`config.mk`:
```
export PLATFORM = sky130hd
export DESIGN_NAME = bram_port_arbiter_flat
export DESIGN_NICKNAME = d
export VERILOG_FILES = /design/src/rtl/bram_port_arbiter_pkg.sv /design/src/rtl/bram_port_arbiter_if.sv /design/src/rtl/bram_port_arbiter_rr_arbiter.sv /design/src/rtl/bram_port_arbiter.sv /design/src/flat_wrapper.sv
export SDC_FILE = /design/constraint.sdc
export NUM_CORES = 1
export LEC_CHECK = 0
export ABC_AREA = 1
export BUFFER_PORTS_ARGS = -buffer_cell sky130_fd_sc_hd__buf_4
export CORE_AREA = 2 2 158 160
export CTS_CLUSTER_SIZE = 14
export DETAILED_ROUTE_END_ITERATION = 16
export DIE_AREA = 0 0 160 162
export PLACE_DENSITY_LB_ADDON = 0.12
export SKIP_CTS_REPAIR_TIMING = 1
export SYNTH_ARGS = -nofsm -noshare
export SYNTH_HDL_FRONTEND = slang
export SYNTH_SLANG_ARGS = --single-unit
```
`constraint.sdc`:
```
create_clock -name clk -period 1.26 [get_ports clk]
set_clock_uncertainty 0.05 [all_clocks]
set_input_delay 0 -clock clk [delete_from_list [all_inputs] [get_ports clk]]
set_output_delay 0 -clock clk [all_outputs]
set_load 0.02 [all_outputs]
```
`src/rtl/bram_port_arbiter_pkg.sv`:
```
// Small helpers shared by the BRAM port arbiter files.
// Holds functions only; every parameter stays local to its module.
package bram_port_arbiter_pkg;

  function automatic int unsigned wrapAdd(input int unsigned base,
                                          input int unsigned offset,
                                          input int unsigned n);
    return (base + offset) % n;
  endfunction

  function automatic int strobeWidth(input int dataWidth);
    return dataWidth / 8;
  endfunction

endpackage

```
`src/rtl/bram_port_arbiter_if.sv`:
```
// Requester-side and BRAM-side signals of the arbiter, bundled for port lists.
// The slave modport is the arbiter's view; master is the environment's view.
interface bram_port_arbiter_if #(
  parameter int NUM_PORTS       = 2,
  parameter int DATA_WIDTH      = 64,
  parameter int BRAM_ADDR_WIDTH = 16
);
  import bram_port_arbiter_pkg::*;

  localparam int STRB_W = strobeWidth(DATA_WIDTH);

  logic [NUM_PORTS-1:0]                      req_valid;
  logic [NUM_PORTS-1:0]                      req_ready;
  logic [NUM_PORTS-1:0]                      req_lock;
  logic [NUM_PORTS-1:0][STRB_W-1:0]          req_we;
  logic [NUM_PORTS-1:0][BRAM_ADDR_WIDTH-1:0] req_addr;
  logic [NUM_PORTS-1:0][DATA_WIDTH-1:0]      req_wrdata;
  logic [NUM_PORTS-1:0]                      rsp_valid;
  logic [DATA_WIDTH-1:0]                     rsp_rddata;

  logic                       bram_en;
  logic [STRB_W-1:0]          bram_we;
  logic [BRAM_ADDR_WIDTH-1:0] bram_addr;
  logic [DATA_WIDTH-1:0]      bram_wrdata;
  logic [DATA_WIDTH-1:0]      bram_rddata;

  modport slave (
    input  req_valid, req_lock, req_we, req_addr, req_wrdata, bram_rddata,
    output req_ready, rsp_valid, rsp_rddata,
    output bram_en, bram_we, bram_addr, bram_wrdata
  );

  modport master (
    output req_valid, req_lock, req_we, req_addr, req_wrdata, bram_rddata,
    input  req_ready, rsp_valid, rsp_rddata,
    input  bram_en, bram_we, bram_addr, bram_wrdata
  );

endinterface

```
`src/rtl/bram_port_arbiter_rr_arbiter.sv`:
```
// Round-robin pointer, lock tracking and priority search for the BRAM port.
// Produces a one-hot grant that is forced to zero while rstn is low.
module rr_arbiter
  import bram_port_arbiter_pkg::*;
#(
  parameter int NUM_PORTS = 2
) (
  input  logic                 clk,
  input  logic                 rstn,
  input  logic [NUM_PORTS-1:0] i_req,
  input  logic [NUM_PORTS-1:0] i_lock,
  output logic [NUM_PORTS-1:0] o_grant
);

  localparam int IDX_W = (NUM_PORTS > 1) ? $clog2(NUM_PORTS) : 1;

  typedef enum logic {
    ST_UNLOCKED,
    ST_LOCKED
  } state_t;

  state_t             r_state;
  state_t             w_stateNext;
  logic [IDX_W-1:0]   r_ptr;
  logic [IDX_W-1:0]   w_ptrNext;
  logic [IDX_W-1:0]   r_lockIdx;
  logic [IDX_W-1:0]   w_lockIdxNext;
  logic [IDX_W-1:0]   w_cand;
  logic [IDX_W-1:0]   w_foundIdx;
  logic               w_found;

  // Search upward from the pointer, wrapping, for the first requesting port.
  always_comb begin
    w_found    = 1'b0;
    w_foundIdx = '0;
    w_cand     = '0;
    for (int k = 0; k < NUM_PORTS; k++) begin
      w_cand = IDX_W'(wrapAdd(32'(r_ptr), k, NUM_PORTS));
      if (!w_found && i_req[w_cand]) begin
        w_found    = 1'b1;
        w_foundIdx = w_cand;
      end
    end
  end

  always_ff @(posedge clk or negedge rstn) begin
    if (!rstn) begin
      r_state   <= ST_UNLOCKED;
      r_ptr     <= '0;
      r_lockIdx <= '0;
    end else begin
      r_state   <= w_stateNext;
      r_ptr     <= w_ptrNext;
      r_lockIdx <= w_lockIdxNext;
    end
  end

  // A locked owner keeps the port until it releases lock on a grant or drops valid.
  always_comb begin
    w_stateNext   = r_state;
    w_ptrNext     = r_ptr;
    w_lockIdxNext = r_lockIdx;
    case (r_state)
      ST_UNLOCKED: begin
        if (w_found) begin
          w_ptrNext = IDX_W'(wrapAdd(32'(w_foundIdx), 1, NUM_PORTS));
          if (i_lock[w_foundIdx]) begin
            w_stateNext   = ST_LOCKED;
            w_lockIdxNext = w_foundIdx;
          end
        end
      end
      ST_LOCKED: begin
        if (!i_req[r_lockIdx] || !i_lock[r_lockIdx]) begin
          w_stateNext = ST_UNLOCKED;
          w_ptrNext   = IDX_W'(wrapAdd(32'(r_lockIdx), 1, NUM_PORTS));
        end
      end
      default: w_stateNext = ST_UNLOCKED;
    endcase
  end

  always_comb begin
    o_grant = '0;
    if (rstn) begin
      case (r_state)
        ST_UNLOCKED: if (w_found) o_grant[w_foundIdx] = 1'b1;
        ST_LOCKED:   if (i_req[r_lockIdx]) o_grant[r_lockIdx] = 1'b1;
        default:     o_grant = '0;
      endcase
    end
  end

endmodule

```
`src/rtl/bram_port_arbiter.sv`:
```
// Shares one single-port BRAM (read latency 1) among NUM_PORTS requesters.
// Grants are combinational; each grant returns a one-cycle rsp_valid pulse.
module bram_port_arbiter
  import bram_port_arbiter_pkg::*;
#(
  parameter int NUM_PORTS       = 2,
  parameter int DATA_WIDTH      = 64,
  parameter int BRAM_ADDR_WIDTH = 16
) (
  input logic                clk,
  input logic                rstn,
  bram_port_arbiter_if.slave bus
);

  localparam int STRB_W = strobeWidth(DATA_WIDTH);

  logic [NUM_PORTS-1:0]       w_grant;
  logic [NUM_PORTS-1:0]       r_rspValid;
  logic [STRB_W-1:0]          w_bramWe;
  logic [BRAM_ADDR_WIDTH-1:0] w_bramAddr;
  logic [DATA_WIDTH-1:0]      w_bramWrdata;

  rr_arbiter #(
    .NUM_PORTS(NUM_PORTS)
  ) u_rrArbiter (
    .clk     (clk),
    .rstn    (rstn),
    .i_req   (bus.req_valid),
    .i_lock  (bus.req_lock),
    .o_grant (w_grant)
  );

  // One-hot AND-OR mux; a zero grant leaves every BRAM control at zero.
  always_comb begin
    w_bramWe     = '0;
    w_bramAddr   = '0;
    w_bramWrdata = '0;
    for (int i = 0; i < NUM_PORTS; i++) begin
      w_bramWe     |= bus.req_we[i]     & {STRB_W{w_grant[i]}};
      w_bramAddr   |= bus.req_addr[i]   & {BRAM_ADDR_WIDTH{w_grant[i]}};
      w_bramWrdata |= bus.req_wrdata[i] & {DATA_WIDTH{w_grant[i]}};
    end
  end

  assign bus.req_ready   = w_grant;
  assign bus.bram_en     = |w_grant;
  assign bus.bram_we     = w_bramWe;
  assign bus.bram_addr   = w_bramAddr;
  assign bus.bram_wrdata = w_bramWrdata;

  // Async clear drops any response that was in flight when reset hit.
  always_ff @(posedge clk or negedge rstn) begin
    if (!rstn) begin
      r_rspValid <= '0;
    end else begin
      r_rspValid <= w_grant;
    end
  end

  assign bus.rsp_valid  = r_rspValid;
  assign bus.rsp_rddata = bus.bram_rddata;

endmodule

```
`src/flat_wrapper.sv`:
```
// flat-port wrapper written by rule: the top's interface ports become plain ports
module bram_port_arbiter_flat import bram_port_arbiter_pkg::*;
#(
  parameter int NUM_PORTS       = 2,
  parameter int DATA_WIDTH      = 64,
  parameter int BRAM_ADDR_WIDTH = 16
)
  (clk, rstn, bus_req_valid, bus_req_lock, bus_req_we, bus_req_addr, bus_req_wrdata, bus_bram_rddata, bus_req_ready, bus_rsp_valid, bus_rsp_rddata, bus_bram_en, bus_bram_we, bus_bram_addr, bus_bram_wrdata);
  bram_port_arbiter_if #(.NUM_PORTS(NUM_PORTS), .DATA_WIDTH(DATA_WIDTH), .BRAM_ADDR_WIDTH(BRAM_ADDR_WIDTH)) bus_i ();
  input logic clk;
  input logic rstn;
  input wire logic [$bits(bus_i.req_valid)-1:0] bus_req_valid;
  input wire logic [$bits(bus_i.req_lock)-1:0] bus_req_lock;
  input wire logic [$bits(bus_i.req_we)-1:0] bus_req_we;
  input wire logic [$bits(bus_i.req_addr)-1:0] bus_req_addr;
  input wire logic [$bits(bus_i.req_wrdata)-1:0] bus_req_wrdata;
  input wire logic [$bits(bus_i.bram_rddata)-1:0] bus_bram_rddata;
  output wire logic [$bits(bus_i.req_ready)-1:0] bus_req_ready;
  output wire logic [$bits(bus_i.rsp_valid)-1:0] bus_rsp_valid;
  output wire logic [$bits(bus_i.rsp_rddata)-1:0] bus_rsp_rddata;
  output wire logic [$bits(bus_i.bram_en)-1:0] bus_bram_en;
  output wire logic [$bits(bus_i.bram_we)-1:0] bus_bram_we;
  output wire logic [$bits(bus_i.bram_addr)-1:0] bus_bram_addr;
  output wire logic [$bits(bus_i.bram_wrdata)-1:0] bus_bram_wrdata;
  assign bus_i.req_valid = bus_req_valid;
  assign bus_i.req_lock = bus_req_lock;
  assign bus_i.req_we = bus_req_we;
  assign bus_i.req_addr = bus_req_addr;
  assign bus_i.req_wrdata = bus_req_wrdata;
  assign bus_i.bram_rddata = bus_bram_rddata;
  assign bus_req_ready = bus_i.req_ready;
  assign bus_rsp_valid = bus_i.rsp_valid;
  assign bus_rsp_rddata = bus_i.rsp_rddata;
  assign bus_bram_en = bus_i.bram_en;
  assign bus_bram_we = bus_i.bram_we;
  assign bus_bram_addr = bus_i.bram_addr;
  assign bus_bram_wrdata = bus_i.bram_wrdata;
  bram_port_arbiter #(.NUM_PORTS(NUM_PORTS), .DATA_WIDTH(DATA_WIDTH), .BRAM_ADDR_WIDTH(BRAM_ADDR_WIDTH)) u_core (.clk(clk), .rstn(rstn), .bus(bus_i));
endmodule
```
==> results of run 1 <==
## layout make-up
class | instances | area [um^2] | area share [%]
Timing Repair Buffer | 373 | 3520 | 61.8
Tap cell | 324 | 405 | 7.12
Clock buffer | 4 | 78.8 | 1.38
Inverter | 9 | 46.3 | 0.813
Multi-Input combinational cell | 294 | 1500 | 26.3
Timing Repair inverter | 1 | 16.3 | 0.286
Sequential cell | 5 | 126 | 2.22
## cell usage in the layout, fill, tap and decap left out, types with 2 or more instances in the layout
master,count
dlygate4sd3_1,65
nand3_2,3
inv_2,3
nand2_4,11
nand2_1,142
nand2_2,39
nand2_8,3
clkinv_8,2
buf_4,216
clkbuf_16,13
buf_6,72
buf_8,2
nand3_1,90
inv_1,5
buf_12,8
dfrtp_1,4
## power groups by stage
| stage | Combinational (W) | Sequential (W) | Clock [W] |
|---|---|---|---|
| after floorplan | 0.00260 | 0.000285 | 0 |
| after global placement | 0.00450 | 0.000270 | 0 |
| final | 0.00669 | 0.000291 | 0.000524 |
| after detailed placement | 0.00446 | 0.000269 | 0 |
| after global routing | 0.00710 | 0.000299 | 0.000535 |
| after CTS | 0.00447 | 0.000269 | 0.000529 |
## logic make-up after synthesis
kind of cell / Yosys count
AND/OR/NAND/NOR: 290
buffers and inverters: 101
flip-flops: 5
AO/OA/AOI/OAI: 3
## through the flow
step                      utilization, %  setup TNS [ns]
after floorplan                        -               0
after global placement              16.7          -12.10
after detailed placement            16.7           -9.87
after CTS                           17.0          -31.73
after global routing                23.6          -39.63
final                               23.6          -31.80
## flip-flops by register name (all words and copies together) (netlist names)
register                      flops
u_core.bus.rsp_valid              2
u_core.u_rrArbiter.r_lockIdx      1
u_core.u_rrArbiter.r_ptr          1
u_core.u_rrArbiter.r_state        1
## per-layer routing
layer	vias to the layer above	wire (um)	track usage, %
met5	-	0	0
met2	244	8610	15.2
met1	1673	5520	7.60
li1	1778	-	-
met3	12	1160	1.97
met4	0	165	3.15
## worst paths after layout
check	endpoint	start	slack [ns]	cells after the start
worst max-delay path	bus_bram_we[6]	u_core.u_rrArbiter.r_state	-0.38	7
worst min-delay path	u_core.u_rrArbiter.r_state	bus_req_lock[1]	0.02	3
worst max register to register	u_core.bus.rsp_valid[1]	u_core.u_rrArbiter.r_ptr	-0.13	8
worst min register to register	u_core.u_rrArbiter.r_ptr	u_core.u_rrArbiter.r_ptr	0.44	2
max in group asynchronous	u_core.u_rrArbiter.r_state	rstn	0.42	3
min in group asynchronous	u_core.bus.rsp_valid[0]	rstn	0.50	3
## worst max-delay path: stages, from the launching register on
cell and delay (ns):
dfrtp_2 0.47, nor2_4 0.14, nand2_4 0.11, nand2_8 0.15, clkbuf_16 0.20, nand3_1 0.07
nand2_1 0.09, buf_6 0.12
==> run_results.csv, run 1 <==
group,metric,value,unit
yosys,async_reset_ff_share,100,%
sta,min_period,1.64,ns
routing,drt_iter0_markers,116,
yosys,syn_area_per_cell,5.07,um^2
floorplanning,ios,403,
power,power_density,1320,nW/um^2
sta,fin_crit_sh,130,%
placement,io_buffers,274,
global_route,grt_pass1_vias,3145,
clock_network,path_clk_slew,0.03,ns
routing,postRouteAntennaNets,0,
clock_network,cts_tree,"built",
yosys,yosysTopAreaCellShare,35.8,%
yosys,synthCells,399,
placement,place_inst,919,
final_layout,area_delta_synth_final,182,%
final_layout,layout.nets,933,
placement,dp_hpwl,9130,um
power,combPwrFrac,89.1,%
yosys,synthSimpleGateAreaFrac,59.9,%
run,maxCapViolations,0,
sta,layout_setup_ws,-0.376,ns
critical_path,path_class,"reg -> out",
critical_path,worstSetupEndpointType,"output pin",
sta,slew_headroom,78.9,%
power,p_total,0.00751,W
yosys,synth_fa_ha_area_share,0,%
yosys,synth.area.top_cells,"nand2_1 (36%), buf_4 (24%), nand3_1 (23%), dfrtp_1 (6.2%), buf_2 (4.2%)",
placement,place_congestion,0.810,
clock_network,htree_levels,1,
clock_network,root_buffer,"clkbuf_16",
critical_path,start_kind,"register",
floorplanning,dieArea,25900,um^2
power,p_sw_share,49.3,%
yosys,ys_seq_area_share,6.19,%
power,p_int,0.00380,W
yosys,yosys-top-cells-count,"nand2_1 (193), nand3_1 (94), buf_4 (64), buf_2 (17), inv_1 (7)",
clock_network,clk_latency,0.22,ns
yosys,ys_warn_count,0,
clock_network,numCtsBuffers,3,
run_status,violations,"setup timing",
sta,rsz0062_at_grt,"true",
yosys,synth_ff_type,"dfrtp_1",
power,pwr-share-clk,7.0,%
yosys,ys_ff_latch,5,
min_path,hold_class,"in -> reg",
final_layout,final_area,5700,um^2
yosys,yosys.area.top_type,"nand2_1",
power,power_switching,0.00370,W
power,p_seq_share,3.9,%
global_route,grt_max_degree,71,
sta,hold_slack,0.0198,ns
routing,wire_per_inst,15.3,um
critical_path,worst_ep_required_time,1.21,ns
final_layout,drive_above_1_share,54.8,%
global_route,grt_first_pass_wirelength,16300,um
routing,via_per_inst,3.67,
global_route,overflow,0,
power,leakagePower,3.02,nW
yosys,synth_top_family_by_area,"simple AND/OR/NAND/NOR gates",
routing,drc,0,
final_layout,fillCellCount,2716,
critical_path,crit_arrival,1.59,ns
sta,hold_violations,0,
routing,num_vias,3707,
clock_network,ctsLongestPathBuffers,2,
yosys,synth_edf_count,0,
yosys,yosysMostFrequentCell,"nand2_1",
floorplanning,row_count,57,
placement,dp_slack,-0.189,ns
yosys,ys_types,15,
yosys,synth_compound_area_share,0.743,%
routing,drtPass1Iterations,5,
clock_network,clkSinkCount,5,
yosys,synth_nets,645,
global_route,track_usage,7.69,%
yosys,synth_xor_area_share,0,%
power,ir_worst_vdd,0.496,mV
critical_path,path_max_fanout,19,
final_layout,diodes,0,
yosys,synth.mux.area_fraction,0,%
yosys,synthesis.area,2020,um^2
floorplanning,start_util,8.39,%
sta,max_freq,0.611,GHz
placement,placed_area,4020,um^2
run_status,outcome,"finished with violations",
final_layout,stdcell_count,1010,
sta,slew_violations,0,
sta,setup_viol,93,
floorplanning,core_area,24100,um^2
global_route,antenna_found_initial,0,
sta,tightestPinTransition,0.317,ns
floorplanning,die_h,162,um
floorplanning,fp.dieW,160,um
routing,wl,15400,um
Power figures use the tool's default switching activity.
==> inputs of run 2 (changes only) <==
- PLACE_DENSITY: default -> 0.31
- PLACE_DENSITY_LB_ADDON: 0.12 -> default
==> run 2 against run 1 <==
  * The run still ends with setup timing left
  * Sequential power about the same
  * Sequential share of layout area increased by 0.094 points
  * Global-route usage is 0.72 points higher
  * Critical path type unchanged
  * Highest routed layer unchanged
==> run_results.csv, run 2 (synthesis results as in run 1) <==
group,metric,value,unit
min_path,holdCritStartpoint,"bus_req_lock[1]",
final_layout,area_delta_synth_final,170,%
routing,num_vias,3634,
critical_path,worst_ep_required_time,1.21,ns
floorplanning,dieArea,25900,um^2
sta,rsz0062_at_grt,"true",
power,ir_worst_vdd,0.555,mV
sta,hold_violations,0,
run_status,outcome,"finished with violations",
routing,wl,15100,um
final_layout,drive_above_1_share,52.4,%
global_route,overflow,0,
min_path,hold_class,"in -> reg",
final_layout,fillCellCount,2727,
sta,min_period,1.64,ns
final_layout,final_cell_mix,"buf_4 (227), nand2_1 (155), nand3_1 (91), dlygate4sd3_1 (65), buf_6 (59)",
sta,max_freq,0.610,GHz
clock_network,path_clk_slew,0.03,ns
critical_path,ff2ff_path_depth,6,
routing,met3_length,1020,um
routing,postRouteAntennaNets,0,
power,power_density,1300,nW/um^2
floorplanning,die_h,162,um
floorplanning,core_area,24100,um^2
critical_path,crit_arrival,1.59,ns
floorplanning,fp.dieW,160,um
sta,setup_viol,92,
sta,tightestPinTransition,0.435,ns
sta,slew_violations,0,
clock_network,cts_tree,"built",
critical_path,start_kind,"register",
routing,drtPass1Iterations,4,
critical_path,worstSetupEndpointType,"output pin",
clock_network,clkSinkCount,5,
placement,place_congestion,0.734,
final_layout,final_area,5460,um^2
final_layout,final_util,22.7,%
global_route,track_usage,8.41,%
final_layout,final_common_cell,"buf_4",
run,maxCapViolations,0,
routing,wire_per_inst,15.0,um
power,leakagePower,2.91,nW
clock_network,clk_latency,0.23,ns
routing,wl_met2,8570,um
sta,layout_setup_ws,-0.381,ns
critical_path,r2r_slack,-0.04,ns
routing,drt_iter0_markers,106,
routing,via_per_inst,3.62,
global_route,grt_first_pass_wirelength,17500,um
critical_path,timing.rr.end,"u_core.bus.rsp_valid[0]",
floorplanning,row_count,57,
sta,fin_crit_sh,130,%
clock_network,root_buffer,"clkbuf_16",
critical_path,path_class,"reg -> out",
critical_path,r2r_start,"u_core.u_rrArbiter.r_state",
floorplanning,ios,403,
global_route,grt_max_degree,95,
global_route,antenna_found_initial,1,
clock_network,numCtsBuffers,3,
global_route,grt_pass1_vias,3214,
sta,tns,-31.19,ns
routing,top_layer_used,"met4",
placement,dp_slack,-0.151,ns
placement,placed_area,4060,um^2
final_layout,largest_reg_flops,2,
clock_network,htree_levels,1,
placement,io_buffers,274,
routing,drc,0,
final_layout,layout.nets,927,
critical_path,path_max_fanout,13,
sta,slew_headroom,71.0,%
min_path,whs_path_depth,3,
routing,met1_length,5260,um
placement,dp_hpwl,9640,um
floorplanning,start_util,8.39,%
min_path,hold-path-endpoint,"u_core.u_rrArbiter.r_state",
clock_network,ctsLongestPathBuffers,2,
run_status,violations,"setup timing",
run 2: cell types whose count changed in the layout (fill, tap and decap cells not counted), moves of 2 or more:
cell	previous run	this run
buf_6	72	59
nand2_1	142	155
buf_4	216	227
nand2_4	11	5
nand2_2	39	34
buf_12	8	6
nand2_8	3	1
run 2: how the worst max path moves through the flow:
stage                                     from  slack (ns)             endpoint
floorplan           u_core.u_rrArbiter.r_state      0.0006  bus_bram_wrdata[54]
global placement    u_core.u_rrArbiter.r_state       -0.16   bus_bram_wrdata[1]
detailed placement  u_core.u_rrArbiter.r_state       -0.15       bus_bram_we[1]
CTS                 u_core.u_rrArbiter.r_state       -0.40       bus_bram_we[1]
global route        u_core.u_rrArbiter.r_state       -0.49  bus_bram_wrdata[44]
finish              u_core.u_rrArbiter.r_state       -0.38  bus_bram_wrdata[44]
run 2: layer usage:
layer / track usage (%) / vias up
li1: - / 1766
met1: 8.64 / 1634
met2: 16.0 / 218
met3: 1.84 / 16
met4: 4.46 / 0
met5: 0 / -
run 2: layout make-up:
class,count,area [um^2],share of cell area [%]
Antenna cell,1,2.50,0.0458
Sequential cell,5,126,2.31
Timing Repair Buffer,368,3410,62.4
Tap cell,324,405,7.42
Clock buffer,4,78.8,1.44
Multi-Input combinational cell,294,1400,25.6
Inverter,9,46.3,0.847
run 2: metrics by stage:
stage	cells	power [W]	hold slack, ns
3_3_place_gp	921	0.00495	-0.0499
4_1_cts	925	0.00542	-0.219
2_1_floorplan	399	0.00289	-0.346
3_5_place_dp	921	0.00487	-0.0499
6_report	1005	0.00709	0.0348
5_1_grt	1005	0.00756	0.0553
run 2: critical path, stage by stage (launching register included):
cell and delay (ns):
dfrtp_2 0.47, a21oi_2 0.21, nand2_4 0.09, clkinv_8 0.12
buf_12 0.16, nand2_1 0.06, nand2_1 0.12, buf_6 0.13
run 2: report_power, final:
part / internal, W / switching (W) / total (W)
Combinational: 0.00299 / 0.00328 / 0.00627
Clock: 0.000420 / 0.000104 / 0.000524
Sequential: 0.000224 / 0.0000676 / 0.000292
Total: 0.00364 / 0.00345 / 0.00709
==> inputs of run 3 (changes only) <==
- MAX_ROUTING_LAYER: default -> met4
==> run 3 against run 2 <==
  * The run still ends with setup timing left
  * Critical path depth unchanged
  * Critical endpoint unchanged
  * Via count about the same
  * Maximum frequency barely moved
  * Routed wire length fell by 0.11%
  * Largest cell class unchanged
==> run_results.csv, run 3 (synthesis results as in run 1) <==
group,metric,value,unit
global_route,grt_pass1_vias,3219,
critical_path,worstSetupEndpointType,"output pin",
final_layout,fillCellCount,2718,
placement,io_buffers,274,
clock_network,path_clk_slew,0.03,ns
placement,placed_area,4060,um^2
run,maxCapViolations,0,
routing,wl,15100,um
sta,slew_headroom,70.5,%
routing,drtPass1Iterations,4,
floorplanning,dieArea,25900,um^2
final_layout,area_delta_synth_final,170,%
clock_network,root_buffer,"clkbuf_16",
final_layout,final_util,22.6,%
clock_network,ctsLongestPathBuffers,2,
global_route,overflow,0,
power,power_density,1300,nW/um^2
sta,slew_violations,0,
global_route,grt_max_degree,95,
clock_network,cts_tree,"built",
clock_network,clkSinkCount,5,
sta,tightestPinTransition,0.442,ns
sta,min_period,1.64,ns
final_layout,final_cell_mix,"buf_4 (230), nand2_1 (158), nand3_1 (89), dlygate4sd3_1 (65), buf_6 (56)",
critical_path,path_max_fanout,13,
sta,rsz0062_at_grt,"true",
clock_network,numCtsBuffers,3,
final_layout,drive_above_1_share,52.2,%
clock_network,htree_levels,1,
final_layout,regArea,126,um^2
routing,drt_iter0_markers,112,
power,ir_worst_vdd,0.555,mV
global_route,track_usage,8.67,%
routing,drc,0,
floorplanning,start_util,8.39,%
placement,dp_hpwl,9640,um
sta,hold_slack,0.0356,ns
min_path,hold_class,"in -> reg",
clock_network,clk_latency,0.23,ns
run_status,violations,"setup timing",
power,leakagePower,2.91,nW
sta,hold_violations,0,
floorplanning,ios,403,
critical_path,crit_arrival,1.59,ns
global_route,grt_first_pass_wirelength,17500,um
sta,max_freq,0.610,GHz
routing,via_per_inst,3.62,
floorplanning,die_h,162,um
final_layout,final_area,5460,um^2
final_layout,final_common_cell,"buf_4",
critical_path,worst_ep_required_time,1.21,ns
run_status,outcome,"finished with violations",
placement,place_congestion,0.743,
routing,wire_per_inst,15.0,um
final_layout,largest_reg_flops,2,
global_route,antenna_found_initial,1,
sta,layout_setup_ws,-0.381,ns
critical_path,path_class,"reg -> out",
critical_path,start_kind,"register",
final_layout,layout.nets,927,
floorplanning,row_count,57,
final_layout,multi_input_area,1400,um^2
floorplanning,fp.dieW,160,um
routing,postRouteAntennaNets,0,
routing,num_vias,3635,
floorplanning,core_area,24100,um^2
sta,setup_viol,92,
sta,fin_crit_sh,130,%
==> run 3: critical path, cell delays in order, from the launching register on <==
cell and delay, ns:
dfrtp_2 0.47, a21oi_2 0.21, nand2_4 0.09, clkinv_8 0.12, buf_12 0.16, nand2_1 0.06
nand2_1 0.12, buf_6 0.13
==> run 3: cell type report <==
type | count | area share, %
flip-flops and latches | 5 | 2.32
clock buffers | 4 | 1.44
well taps | 324 | 7.43
inverters | 9 | 0.849
diodes | 1 | 0.0459
multi-input cells | 294 | 25.7
repair buffers | 368 | 62.2
==> run 3: per-layer routing <==
layer	GRT usage [%]	up-vias	share of wire (%)
met5	-	-	0
met4	4.46	0	1.7
met3	1.69	18	6.7
met2	16.0	226	57
met1	8.69	1624	35
li1	-	1767	-
==> run 3: final timing paths <==
check,start,endpoint,slack [ns],cells past startpoint
min reg2reg,u_core.u_rrArbiter.r_ptr,u_core.u_rrArbiter.r_ptr,0.42,2
min,bus_req_lock[1],u_core.u_rrArbiter.r_lockIdx,0.04,3
max reg2reg,u_core.u_rrArbiter.r_state,u_core.bus.rsp_valid[0],-0.03,6
max in group asynchronous,rstn,u_core.u_rrArbiter.r_state,0.34,3
min in group asynchronous,rstn,u_core.bus.rsp_valid[1],0.58,3
max,u_core.u_rrArbiter.r_state,bus_bram_wrdata[44],-0.38,7
==> run 3: stage by stage <==
| step | setup WS, ns | power (W) | instances | TNS, ns |
|---|---|---|---|---|
| after floorplan | 0.000625 | 0.00289 | 399 | 0 |
| after global placement | -0.157 | 0.00495 | 921 | -10.63 |
| after detailed placement | -0.151 | 0.00487 | 921 | -9.75 |
| after CTS | -0.398 | 0.00542 | 925 | -32.30 |
| after global routing | -0.487 | 0.00753 | 1005 | -40.02 |
| final | -0.381 | 0.00707 | 1005 | -31.22 |
==> run 3: power by group <==
part | internal [W] | total (W) | leakage, nW | switching (W)
clock | 0.000420 | 0.000524 | 0.0382 | 0.000104
sequential | 0.000224 | 0.000293 | 0.0618 | 0.0000684
combinational | 0.00298 | 0.00625 | 2.81 | 0.00327
total | 0.00362 | 0.00707 | 2.91 | 0.00345
